### src/rtl/l1d_arb_pkg.sv
// Shared types and constants for the L1D request arbiter.
package l1d_arb_pkg;

  localparam int unsigned L1D_ADDR_W = 64;
  localparam int unsigned L1D_DATA_W = 64;
  localparam int unsigned L1D_TAG_W  = 10;

  localparam logic SRC_LOAD  = 1'b0;
  localparam logic SRC_STORE = 1'b1;

  typedef enum logic [1:0] {
    IDLE  = 2'd0,
    DRAIN = 2'd1,
    FLUSH = 2'd2
  } arb_state_t;

  typedef struct packed {
    logic [L1D_ADDR_W-1:0] addr;
    logic [L1D_DATA_W-1:0] value;
    logic [L1D_TAG_W-1:0]  tag;
    logic                  we;
  } arb_req_t;

endpackage

### src/rtl/l1d_arb_req_slot.sv
// One-entry request register toward the L1D: loads on accept, holds while
// the L1D stalls, empties on the downstream handshake.
module l1d_arb_req_slot
  import l1d_arb_pkg::*;
(
  input  logic     clk,
  input  logic     rst_n,
  input  logic     load,
  input  arb_req_t req_d,
  input  logic     out_ready,
  output logic     out_valid,
  output arb_req_t req_q,
  output logic     can_load_c
);

  // Free this cycle if empty or the current entry leaves on this edge.
  assign can_load_c = !out_valid || out_ready;

  always_ff @(posedge clk or negedge rst_n) begin
    if (!rst_n) begin
      out_valid <= 1'b0;
      req_q     <= '0;
    end else if (load) begin
      out_valid <= 1'b1;
      req_q     <= req_d;
    end else if (out_ready) begin
      out_valid <= 1'b0;
    end
  end

endmodule

### src/rtl/l1d_req_arbiter.sv
// Arbitrates the load (r0) and store (r1) paths onto one L1D port, routes
// responses back by tag MSB, and sequences flushes.
// Define L1D_ARB_FIXED_PRIO_EN to give r0 strict priority instead of round-robin.
module l1d_req_arbiter
  import l1d_arb_pkg::*;
#(
  parameter int unsigned TAG_WIDTH       = L1D_TAG_W,
  parameter int unsigned MAX_OUTSTANDING = 8
) (
  input  logic                 clk_in,
  input  logic                 rst_N_in,
  input  logic                 cs_N_in,

  input  logic                 r0_valid_in,
  output logic                 r0_ready_out,
  input  logic [63:0]          r0_addr_in,
  input  logic [63:0]          r0_value_in,
  input  logic [TAG_WIDTH-2:0] r0_tag_in,
  input  logic                 r0_we_in,
  output logic                 r0_resp_valid_out,
  input  logic                 r0_resp_ready_in,
  output logic [63:0]          r0_resp_value_out,
  output logic [TAG_WIDTH-2:0] r0_resp_tag_out,
  output logic                 r0_write_complete_out,

  input  logic                 r1_valid_in,
  output logic                 r1_ready_out,
  input  logic [63:0]          r1_addr_in,
  input  logic [63:0]          r1_value_in,
  input  logic [TAG_WIDTH-2:0] r1_tag_in,
  input  logic                 r1_we_in,
  output logic                 r1_resp_valid_out,
  input  logic                 r1_resp_ready_in,
  output logic [63:0]          r1_resp_value_out,
  output logic [TAG_WIDTH-2:0] r1_resp_tag_out,
  output logic                 r1_write_complete_out,

  output logic                 l1d_valid_out,
  input  logic                 l1d_ready_in,
  output logic [63:0]          l1d_addr_out,
  output logic [63:0]          l1d_value_out,
  output logic [TAG_WIDTH-1:0] l1d_tag_out,
  output logic                 l1d_we_out,
  output logic                 l1d_flush_out,
  input  logic                 l1d_valid_in,
  output logic                 l1d_ready_out,
  input  logic [63:0]          l1d_value_in,
  input  logic [TAG_WIDTH-1:0] l1d_tag_in,
  input  logic                 l1d_write_complete_in,
  input  logic                 flush_req_in,
  output logic                 flush_ack_out
);

  localparam int unsigned CNT_W = $clog2(MAX_OUTSTANDING + 1);

  // The slot payload struct carries a fixed-width tag.
  if (TAG_WIDTH != L1D_TAG_W) begin : g_tag_w_check
    $error("l1d_req_arbiter: TAG_WIDTH must equal l1d_arb_pkg::L1D_TAG_W");
  end

  arb_state_t       state_q, state_d;
  logic             flush_q;
  logic [CNT_W-1:0] cnt_q [2];
  logic [CNT_W-1:0] cnt_d [2];
  logic [1:0]       req_valid, elig, grant, accept, dec;
  logic             grant_ok, can_load, resp_src, resp_hs, slot_busy_next;
  arb_req_t         req_d, slot_q;

  assign req_valid = {r1_valid_in, r0_valid_in};

  // A flush request blocks grants in the very cycle it is seen.
  assign grant_ok = (state_q == IDLE) && !cs_N_in && !flush_req_in;

  always_comb begin
    for (int i = 0; i < 2; i++) begin
      elig[i] = req_valid[i] && grant_ok && (cnt_q[i] < CNT_W'(MAX_OUTSTANDING));
    end
  end

`ifdef L1D_ARB_FIXED_PRIO_EN
  assign grant[0] = elig[0];
  assign grant[1] = elig[1] && !elig[0];
`else
  logic last_grant_q;

  assign grant[0] = elig[0] && (!elig[1] || last_grant_q);
  assign grant[1] = elig[1] && (!elig[0] || !last_grant_q);

  always_ff @(posedge clk_in or negedge rst_N_in) begin
    if (!rst_N_in)     last_grant_q <= 1'b1;
    else if (|accept)  last_grant_q <= accept[1];
  end
`endif

  assign accept       = grant & {2{can_load}};
  assign r0_ready_out = accept[0];
  assign r1_ready_out = accept[1];

  always_comb begin
    req_d = '0;
    if (accept[1]) begin
      req_d.addr  = r1_addr_in;
      req_d.value = r1_value_in;
      req_d.tag   = L1D_TAG_W'({SRC_STORE, r1_tag_in});
      req_d.we    = r1_we_in;
    end else begin
      req_d.addr  = r0_addr_in;
      req_d.value = r0_value_in;
      req_d.tag   = L1D_TAG_W'({SRC_LOAD, r0_tag_in});
      req_d.we    = r0_we_in;
    end
  end

  l1d_arb_req_slot u_slot (
    .clk        (clk_in),
    .rst_n      (rst_N_in),
    .load       (|accept),
    .req_d      (req_d),
    .out_ready  (l1d_ready_in),
    .out_valid  (l1d_valid_out),
    .req_q      (slot_q),
    .can_load_c (can_load)
  );

  assign l1d_addr_out  = slot_q.addr;
  assign l1d_value_out = slot_q.value;
  assign l1d_tag_out   = TAG_WIDTH'(slot_q.tag);
  assign l1d_we_out    = slot_q.we;

  // Response routing is purely combinational and ignores cs/flush state.
  assign resp_src      = l1d_tag_in[TAG_WIDTH-1];
  assign l1d_ready_out = resp_src ? r1_resp_ready_in : r0_resp_ready_in;
  assign resp_hs       = l1d_valid_in && l1d_ready_out;
  assign dec           = {resp_hs && resp_src, resp_hs && !resp_src};

  assign r0_resp_valid_out     = l1d_valid_in && !resp_src;
  assign r1_resp_valid_out     = l1d_valid_in && resp_src;
  assign r0_resp_value_out     = l1d_value_in;
  assign r1_resp_value_out     = l1d_value_in;
  assign r0_resp_tag_out       = l1d_tag_in[TAG_WIDTH-2:0];
  assign r1_resp_tag_out       = l1d_tag_in[TAG_WIDTH-2:0];
  assign r0_write_complete_out = l1d_write_complete_in;
  assign r1_write_complete_out = l1d_write_complete_in;

  // Outstanding counters: simultaneous inc/dec cancels, dec saturates at 0.
  always_comb begin
    for (int i = 0; i < 2; i++) begin
      cnt_d[i] = cnt_q[i];
      if (accept[i] && !dec[i]) begin
        cnt_d[i] = cnt_q[i] + CNT_W'(1);
      end else if (!accept[i] && dec[i] && (cnt_q[i] != '0)) begin
        cnt_d[i] = cnt_q[i] - CNT_W'(1);
      end
    end
  end

  always_ff @(posedge clk_in or negedge rst_N_in) begin
    if (!rst_N_in) begin
      cnt_q[0] <= '0;
      cnt_q[1] <= '0;
    end else begin
      cnt_q[0] <= cnt_d[0];
      cnt_q[1] <= cnt_d[1];
    end
  end

  // No grants happen in DRAIN, so the slot can only empty, never refill.
  assign slot_busy_next = l1d_valid_out && !l1d_ready_in;

  always_comb begin
    state_d = state_q;
    case (state_q)
      IDLE:    if (flush_req_in) state_d = DRAIN;
      DRAIN:   if (!slot_busy_next && (cnt_d[0] == '0) && (cnt_d[1] == '0)) state_d = FLUSH;
      FLUSH:   state_d = IDLE;
      default: state_d = IDLE;
    endcase
  end

  always_ff @(posedge clk_in or negedge rst_N_in) begin
    if (!rst_N_in) begin
      state_q <= IDLE;
      flush_q <= 1'b0;
    end else begin
      state_q <= state_d;
      flush_q <= (state_d == FLUSH);
    end
  end

  assign l1d_flush_out = flush_q;
  assign flush_ack_out = flush_q;

endmodule
### config.mk
export PLATFORM = sky130hd
export DESIGN_NAME = l1d_req_arbiter
export DESIGN_NICKNAME = d
export VERILOG_FILES = /design/src/rtl/l1d_arb_pkg.sv /design/src/rtl/l1d_arb_req_slot.sv /design/src/rtl/l1d_req_arbiter.sv
export SDC_FILE = /design/constraint.sdc
export NUM_CORES = 1
export LEC_CHECK = 0
export BUFFER_PORTS_ARGS = -buffer_cell sky130_fd_sc_hd__buf_2
export CORE_AREA = 2 2 254 256
export CTS_CLUSTER_DIAMETER = 120
export DETAILED_ROUTE_END_ITERATION = 8
export DIE_AREA = 0 0 256 258
export GPL_ROUTABILITY_DRIVEN = 0
export SYNTH_ARGS = -nofsm -noshare
export SYNTH_HDL_FRONTEND = slang
export SYNTH_SLANG_ARGS = --single-unit
### constraint.sdc
create_clock -name clk_in -period 5.1 [get_ports clk_in]
set_input_delay 0.51 -clock clk_in [delete_from_list [all_inputs] [get_ports clk_in]]
set_output_delay 0.51 -clock clk_in [all_outputs]
set_load 0.02 [all_outputs]
==> results of run 1 <==
==> layer usage <==
layer / vias up / track usage (%) / part of all wire, %
met5: - / 0 / 0.13
met4: 6 / 5.56 / 4.4
met3: 85 / 4.56 / 11
met2: 422 / 13.9 / 46
met1: 3536 / 9.38 / 39
li1: 3691 / - / -
==> stage by stage <==
stage / util (%) / cells / hold slack [ns]
2_1_floorplan: - / 1006 / 0.214
3_3_place_gp: 16.1 / 2091 / 0.462
3_5_place_dp: 16.1 / 2091 / 0.461
4_1_cts: 17.1 / 2123 / 0.0215
5_1_grt: 17.1 / 2124 / 0.0446
6_report: 17.1 / 2124 / 0.0262
==> worst max-delay path by stage <==
stage	start	to	slack, ns
2_1_floorplan	cs_N_in	r1_ready_out	2.95
6_report	state_q[1]	r0_ready_out	2.03
3_5_place_dp	cs_N_in	r0_ready_out	2.33
4_1_cts	state_q[1]	r0_ready_out	1.94
5_1_grt	state_q[1]	r0_ready_out	1.78
3_3_place_gp	cs_N_in	r0_ready_out	2.34
==> synthesized netlist by cell type, drive strengths merged <==
cell     number
a32o          1
xor2          1
nor4b         1
nand3         5
dfstp         1
nor2b         6
o21ai         2
buf         175
inv           9
a41oi         1
a21oi         1
a21boi        1
nor3          2
nor3b         1
dfrtp       151
and3b         1
o31ai         1
nor4          2
a2111oi       2
nor2        142
nand2b        1
a221oi        1
mux2          1
ha            4
nand4         4
or3b          1
a211o         1
o211ai        2
and2          1
a31oi       142
mux2i         4
and4          3
nand3b        2
clkbuf       37
o21bai        1
and4b         2
a211oi        1
nand2       289
xnor2         3
==> registers in the layout, summed over array words and instances (netlist names) <==
name / cells
cnt_q: 8
flush_ack_out: 1
last_grant_q: 1
state_q: 2
u_slot.out_valid: 1
u_slot.req_q: 139
==> logic make-up after synthesis <==
kind of cell	synth area share, %
and+or+nand+nor	22.6
buffers and inverters	17.2
DFF	46.2
muxes	0.622
adders and majority gates	0.607
xor gates and xnor gates	0.425
AOI/OAI and AO/OA	12.4
==> power by group <==
group	total [mW]	switching, mW	internal, mW	leakage, nW
sequential	2.12	0.346	1.78	1.87
combinational	2.29	1.42	0.861	3.16
clock	1.44	0.605	0.831	0.304
==> cell type report <==
cell class	count	area share, %
flip-flops and latches	152	35.0
diodes	1	0.0230
clock inverters	15	2.00
repair buffers	442	21.1
well taps	855	9.84
multi-input cells	633	27.8
clock buffers	17	3.91
inverters	9	0.334
==> worst max-delay path, cell delays in order (launching register included) <==
cell and delay [ns]:
dfrtp_1 0.42, nor4_4 0.46, nand4_1 0.25, inv_4 0.65, buf_2 0.30
==> metrics.txt, run 1 <==
Hold Buf Count CTS=0; PortBufs=433; share of the synthesized area in the top cell type=45.8%; final period utilization=60.2%; Post-Place Worst Slack=2.33 ns; Cell Area, Placed=slightly above 0.01 mm²; top cells by area, synth=dfrtp_1, buf_4, nand2_1; postcts setup bufs=0; RR Startpoint=cnt_q[3]; Leakage Power=about 5.3 nW; HP Class=input port to async pin; residual DRC count=0; status=complete, no violations; Die Width=~260 µm; initial antenna violation count=4; critical path peak fanout=65; CTS Buf Count=17; I/O pins=656; Max Slew Vio Count=0; htree depth=4; unrepaired setup endpoints after global routing=no; CTS sink count=152; ANT nets after route=0; Setup TNS=0 ns; R2R setup slack=2.54 ns; area of the mapped netlist=0.00824 mm²; CTS tree=yes; Hold Vio Cnt, Final=0; pwr/cell area=538 mW/mm²; number of max-cap violations=0; Fill cells=7,226; CP required=4.59 ns; Clock Skews=between 0.01 and 0.015 ns; register area share after synthesis=46.2%; routed wire length=29.1 mm; CP Capture Type=output port; Post-Synthesis Cells=1,006; Setup CP Type=flop to output port; worst setup margin=between 2 and 2.5 ns; area leader, netlist=dfrtp_1; Die Y=258 µm; Period minus WS final=3.07 ns; Post-Syn Nets=1,371; initial core utilization=approximately an eighth; WL/cell=13.7 µm; Longest Clk Path Bufs=2; grt total ovfl=0; Worst-Skew Late Latency=0.47 ns; Reg clk slew, reported paths=0.07 ns; reg2reg end=u_slot.req_q[71]; vias after detailed routing=just under 8,000; Worst Setup Start Kind=flop; DR pass1 iterations=5; Worst EP arrival=2.56 ns; # nets final=1,620; Worst R2R Path Depth=6; Finished Cell Area=0.0109 mm²; Initial DRC Count=423; total track usage=8.82%; post-CTS resize count=0; first-pass GRT wire length=43.9 mm; synth warn=0; site row count=93; Yosys cell types=44; commonest non-fill, non-tap cell in the layout=buf_2; die area=between 0.06 and 0.07 mm²; Multi-input gate area=just over 0.003 mm²; Fmax=326 MHz; VDD IR max=199 µV; total power=about 6 mW; HPWL after detailed placement=around 22 mm; largest net degree at the start of global routing=141; root buffer cell=clkbuf_16; share of cells above drive strength 1=37.9%; Setup violations, final=0; commonest non-fill, non-tap cells in the layout=buf_2, nand2_1, dfrtp_1; via-per-instance ratio=3.64; Mapped Avg Cell Area=8.19 µm²; pin slew with the least headroom to its limit=0.830 ns; Area growth syn-to-layout=31.9%; Register Area=0.00380 mm²; core area=0.0636 mm²; post-synthesis register bit count=around 150; slew margin rel.=44.7%; vias in the first global route=7,466
(Power assumes the default switching activity.)
==> run 2: changes to the inputs <==
clock period = 2.7 ns   (was 5.1 ns; I/O delays follow)
==> run 2 against run 1 <==
Effect of this change: clock power grew 90%; hold slack gained 0.036 ns; sequential cell count unchanged; wire length increased by 19%; highest routed layer unchanged; first-iteration DRC count is 21% higher; clock skew rose by 0.0063 ns; sequential power is 90% higher; global-route usage grew 0.86 points; critical endpoint is now u_slot.req_q[57].
==> metrics.txt, run 2 (synthesis results as in run 1) <==
max reg flops=139; Worst-Skew Late Latency=0.48 ns; HPWL after detailed placement=22.3 mm; core area=roughly 0.064 mm²; RR Startpoint=state_q[0]; largest net degree at the start of global routing=119; initial core utilization=between 10% and 20%; CP Capture Type=flop; root buffer cell=clkbuf_16; critical path peak fanout=~120; share of cells above drive strength 1=34.1%; Longest Clk Path Bufs=2; Area growth syn-to-layout=59.0%; Period minus WS final=2.59 ns; commonest non-fill, non-tap cell in the layout=buf_2; die area=0.0660 mm²; min-delay src=r1_addr_in[27]; Setup violations, final=0; biggest regs=u_slot.req_q (139), cnt_q (8), state_q (2); via-per-instance ratio=roughly 3.8; Initial DRC Count=513; met1 usage=a little over a tenth; PortBufs=433; Most flops, register=u_slot.req_q; Clock Skews=between 0.015 and 0.02 ns; met2 Track Usage GR=15.1%; DR pass1 iterations=6; status=complete, no violations; Cell Area, Placed=0.0104 mm²; Worst EP arrival=2.96 ns; residual DRC count=0; Fill cells=6,976; # nets final=1,828; slew margin rel.=58.4%; Setup TNS=0 ns; reg2reg end=u_slot.req_q[57]; ANT nets after route=0; VDD IR max=roughly 460 µV; worst setup path endpoint=u_slot.req_q[57]; Finished Cell Area=0.0131 mm²; vias after detailed routing=8,797; Reg clk slew, reported paths=0.07 ns; Max Slew Vio Count=0; final period utilization=95.8%; Worst R2R Path Depth=8; CTS Buf Count=17; htree depth=4; critical path startpoint=state_q[0]; CTS sink count=approximately 150; layer with the highest usage=met2; number of max-cap violations=0; Setup CP Type=flop to flop; site row count=93; Die Width=256 µm; initial antenna violation count=5; total power=~12 mW; CP required=3.07 ns; Worst Setup Start Kind=flop; Leakage Power=~6.4 nW; met3 GRT Util=4.59%; CTS tree=yes; first-pass GRT wire length=just under 50 mm; I/O pins=656; Fmax=just under 400 MHz; worst setup margin=0.113 ns; commonest non-fill, non-tap cells in the layout=buf_2, nand2_1, dlygate4sd3_1; R2R setup slack=0.11 ns; WL/cell=14.9 µm; vias in the first global route=8,661; final core utilization=20.6%; pin slew with the least headroom to its limit=approximately 0.62 ns; Die Y=258 µm; Post-Place Worst Slack=0.330 ns; pwr/cell area=920 mW/mm²; HP Class=input port to flop; grt total ovfl=0; total track usage=9.68%; routed wire length=between 30 and 40 mm; unrepaired setup endpoints after global routing=no; Hold Vio Cnt, Final=0
-- run 2: final cells by class --
| type | count | area [µm²] | share of cell area [%] |
|---|---|---|---|
| clock inverters | 15 | 214 | 1.63 |
| inverters | 9 | 46.3 | 0.353 |
| flip-flops and latches | 152 | 3800 | 29.0 |
| multi-input cells | 633 | 3030 | 23.1 |
| diodes | 2 | 5.00 | 0.0382 |
| well taps | 855 | 1070 | 8.16 |
| repair buffers | 650 | 4520 | 34.5 |
| clock buffers | 17 | 425 | 3.25 |
-- run 2: stage by stage --
| step | hold slack (ns) | cells |
|---|---|---|
| CTS | 0.000574 | 2318 |
| finish | 0.0620 | 2333 |
| global route | 0.0184 | 2332 |
| detailed placement | 0.210 | 2100 |
| floorplan | -0.0256 | 1006 |
| global placement | 0.209 | 2100 |
-- run 2: worst min path at each step --
stage	endpoint	cells past startpoint
floorplan	cnt_q[0]	0
global placement	u_slot.req_q[3]	1
detailed placement	u_slot.req_q[2]	1
CTS	u_slot.req_q[97]	3
global route	u_slot.req_q[112]	3
finish	u_slot.req_q[102]	3
-- run 2: where the power goes --
group	total (mW)	switching (mW)	internal (mW)
Clock	2.74	1.17	1.57
Sequential	4.02	0.669	3.36
Combinational	5.29	2.91	2.37
-- run 2: worst max-delay path, cell delays in order (launching register included) --
cell	delay, ns
dfrtp_1	0.42
nor4_4	0.28
buf_4	0.18
nand4_4	0.13
buf_12	0.21
buf_12	0.17
nor2_1	0.24
a31oi_1	0.07
dlygate4sd3_1	0.60
-- run 2: timing repair --
action,in CTS,in global routing
hold endpoints to repair,156,0
hold buffers,185,0
pin swaps,1,1
setup buffers,1,7
setup endpoints to repair,2,34
cloned,0,6
gates resized for setup,0,8
-- run 2: per-layer routing --
layer | routed length [µm] | share of wire [%]
met4 | 1830 | 5.3
met3 | 3110 | 9.0
met2 | 16000 | 46
met5 | 27 | 0.078
met1 | 13700 | 39
==> run 3: changes to the inputs <==
MAX_ROUTING_LAYER = met4   (was unset)
==> run 3 against run 2 <==
Effect of this change: critical path type unchanged; design area barely moved; via count down 0.31%; cell count hardly changed; clock skew is 0.0067 ns higher; first-iteration DRC count rose by 3.5%; combinational power about the same; hold slack got worse by 0.0069 ns; wire length hardly changed; largest power group unchanged; sequential power is essentially flat; largest cell class unchanged; maximum frequency is 0.62% lower; sequential cell count did not move; clock power is essentially flat.
==> metrics.txt, run 3 (synthesis results as in run 1) <==
die area=0.0660 mm²; Worst EP arrival=slightly below 3 ns; Finished Cell Area=about 0.013 mm²; grt total ovfl=0; WL/cell=14.9 µm; Area growth syn-to-layout=59.1%; Fill cells=6,973; Initial DRC Count=between 500 and 600; critical path peak fanout=14; Reg clk slew, reported paths=0.07 ns; number of max-cap violations=0; total track usage=10.0%; CTS sink count=152; Longest Clk Path Bufs=2; pwr/cell area=918 mW/mm²; CP required=around 3.1 ns; Hold Vio Cnt, Final=0; site row count=between 90 and 100; Fmax=384 MHz; routed wire length=34.7 mm; Cell Area, Placed=0.0104 mm²; core area=0.0636 mm²; ANT nets after route=0; commonest non-fill, non-tap cell in the layout=buf_2; largest net degree at the start of global routing=~120; root buffer cell=clkbuf_16; Most flops, register=u_slot.req_q; Worst Setup Start Kind=flop; share of cells above drive strength 1=34.1%; first-pass GRT wire length=between 40 and 50 mm; vias in the first global route=8,630; HPWL after detailed placement=22.3 mm; HP Class=input port to flop; commonest non-fill, non-tap cells in the layout=buf_2, nand2_1, dlygate4sd3_1; I/O pins=656; Register Area=0.00380 mm²; Worst-Skew Late Latency=0.49 ns; Max Slew Vio Count=0; CTS Buf Count=17; CP Capture Type=flop; Die Y=258 µm; vias after detailed routing=8,770; htree depth=4; Die Width=256 µm; VDD IR max=454 µV; max reg flops=139; biggest regs=u_slot.req_q (139), cnt_q (8), state_q (2); Setup CP Type=flop to flop; total power=12.0 mW; slew margin rel.=59.4%; initial antenna violation count=4; Multi-input gate area=0.00302 mm²; Clock Skews=0.0237 ns; PortBufs=433; Period minus WS final=2.60 ns; Leakage Power=6.37 nW; final period utilization=96.4%; DR pass1 iterations=5; status=complete, no violations; via-per-instance ratio=3.76; initial core utilization=between 10% and 20%; pin slew with the least headroom to its limit=~0.6 ns; Setup violations, final=0; CTS tree=yes; # nets final=around 1,800; final core utilization=20.6%; residual DRC count=0
## run 3: cell types whose count changed in the layout (fill, tap and decap cells not counted)
| cell | delta |
|---|---|
| or3b_4 | -1 |
| or3b_2 | +1 |
| buf_12 | +1 |
| diode_2 | +1 |
| buf_4 | -1 |
## run 3: area by class of cell
type	count	area share [%]
Clock buffer	17	3.24
Clock inverter	15	1.63
Inverter	9	0.353
Antenna cell	3	0.0572
Timing Repair Buffer	650	34.5
Tap cell	855	8.15
Multi-Input combinational cell	633	23.0
Sequential cell	152	29.0
## run 3: stage by stage
step                std cells  setup slack (ns)  hold WS, ns  TNS, ns
floorplan                1006             0.688      -0.0256        0
global placement         2100             0.386        0.209        0
detailed placement       2100             0.330        0.210        0
CTS                      2318            0.0229     0.000574        0
global route             2334           -0.0166       0.0164  -0.0466
finish                   2334            0.0972       0.0551        0
## run 3: worst paths after layout
kind / start / to / slack [ns] / depth (start not counted)
max in group asynchronous: rst_N_in / u_slot.req_q[73] / 1.72 / 3
min reg2reg: u_slot.req_q[10] / u_slot.req_q[10] / 0.48 / 2
min in group asynchronous: rst_N_in / u_slot.req_q[136] / 0.28 / 2
max reg2reg: cnt_q[3] / u_slot.req_q[114] / 0.1 / 9
min: r0_addr_in[49] / u_slot.req_q[124] / 0.06 / 3
max: cnt_q[3] / u_slot.req_q[114] / 0.1 / 9
## run 3: critical path, cell delays in order, from the launching register on
cell and delay [ns]:
dfrtp_1 0.41, or3b_2 0.49, nand4_1 0.21, buf_6 0.19, clkinv_8 0.09, buf_16 0.16, buf_4 0.18, nand2_1 0.07
a31oi_1 0.08, dlygate4sd3_1 0.59
## run 3: report_power, final
part	switching [mW]	total, mW	internal [mW]
Sequential	0.672	4.03	3.36
Combinational	2.91	5.29	2.37
Clock	1.17	2.73	1.57
## run 3: layer usage
metal	vias to the layer above	GRT usage [%]	routed length, µm
met5	-	-	0
met4	0	6.58	1760
met3	111	4.37	2930
met2	462	15.1	16100
met1	4092	10.6	13900
li1	4105	-	-
## run 3: what timing repair did
action                                 CTS  global route
gates cloned                             0             6
endpoints found under the hold margin  156             0
resized for setup                        0             7
setup endpoints to repair                2            33
setup buffers                            1             7
hold buffers                           185             0
pin swaps                                1             1
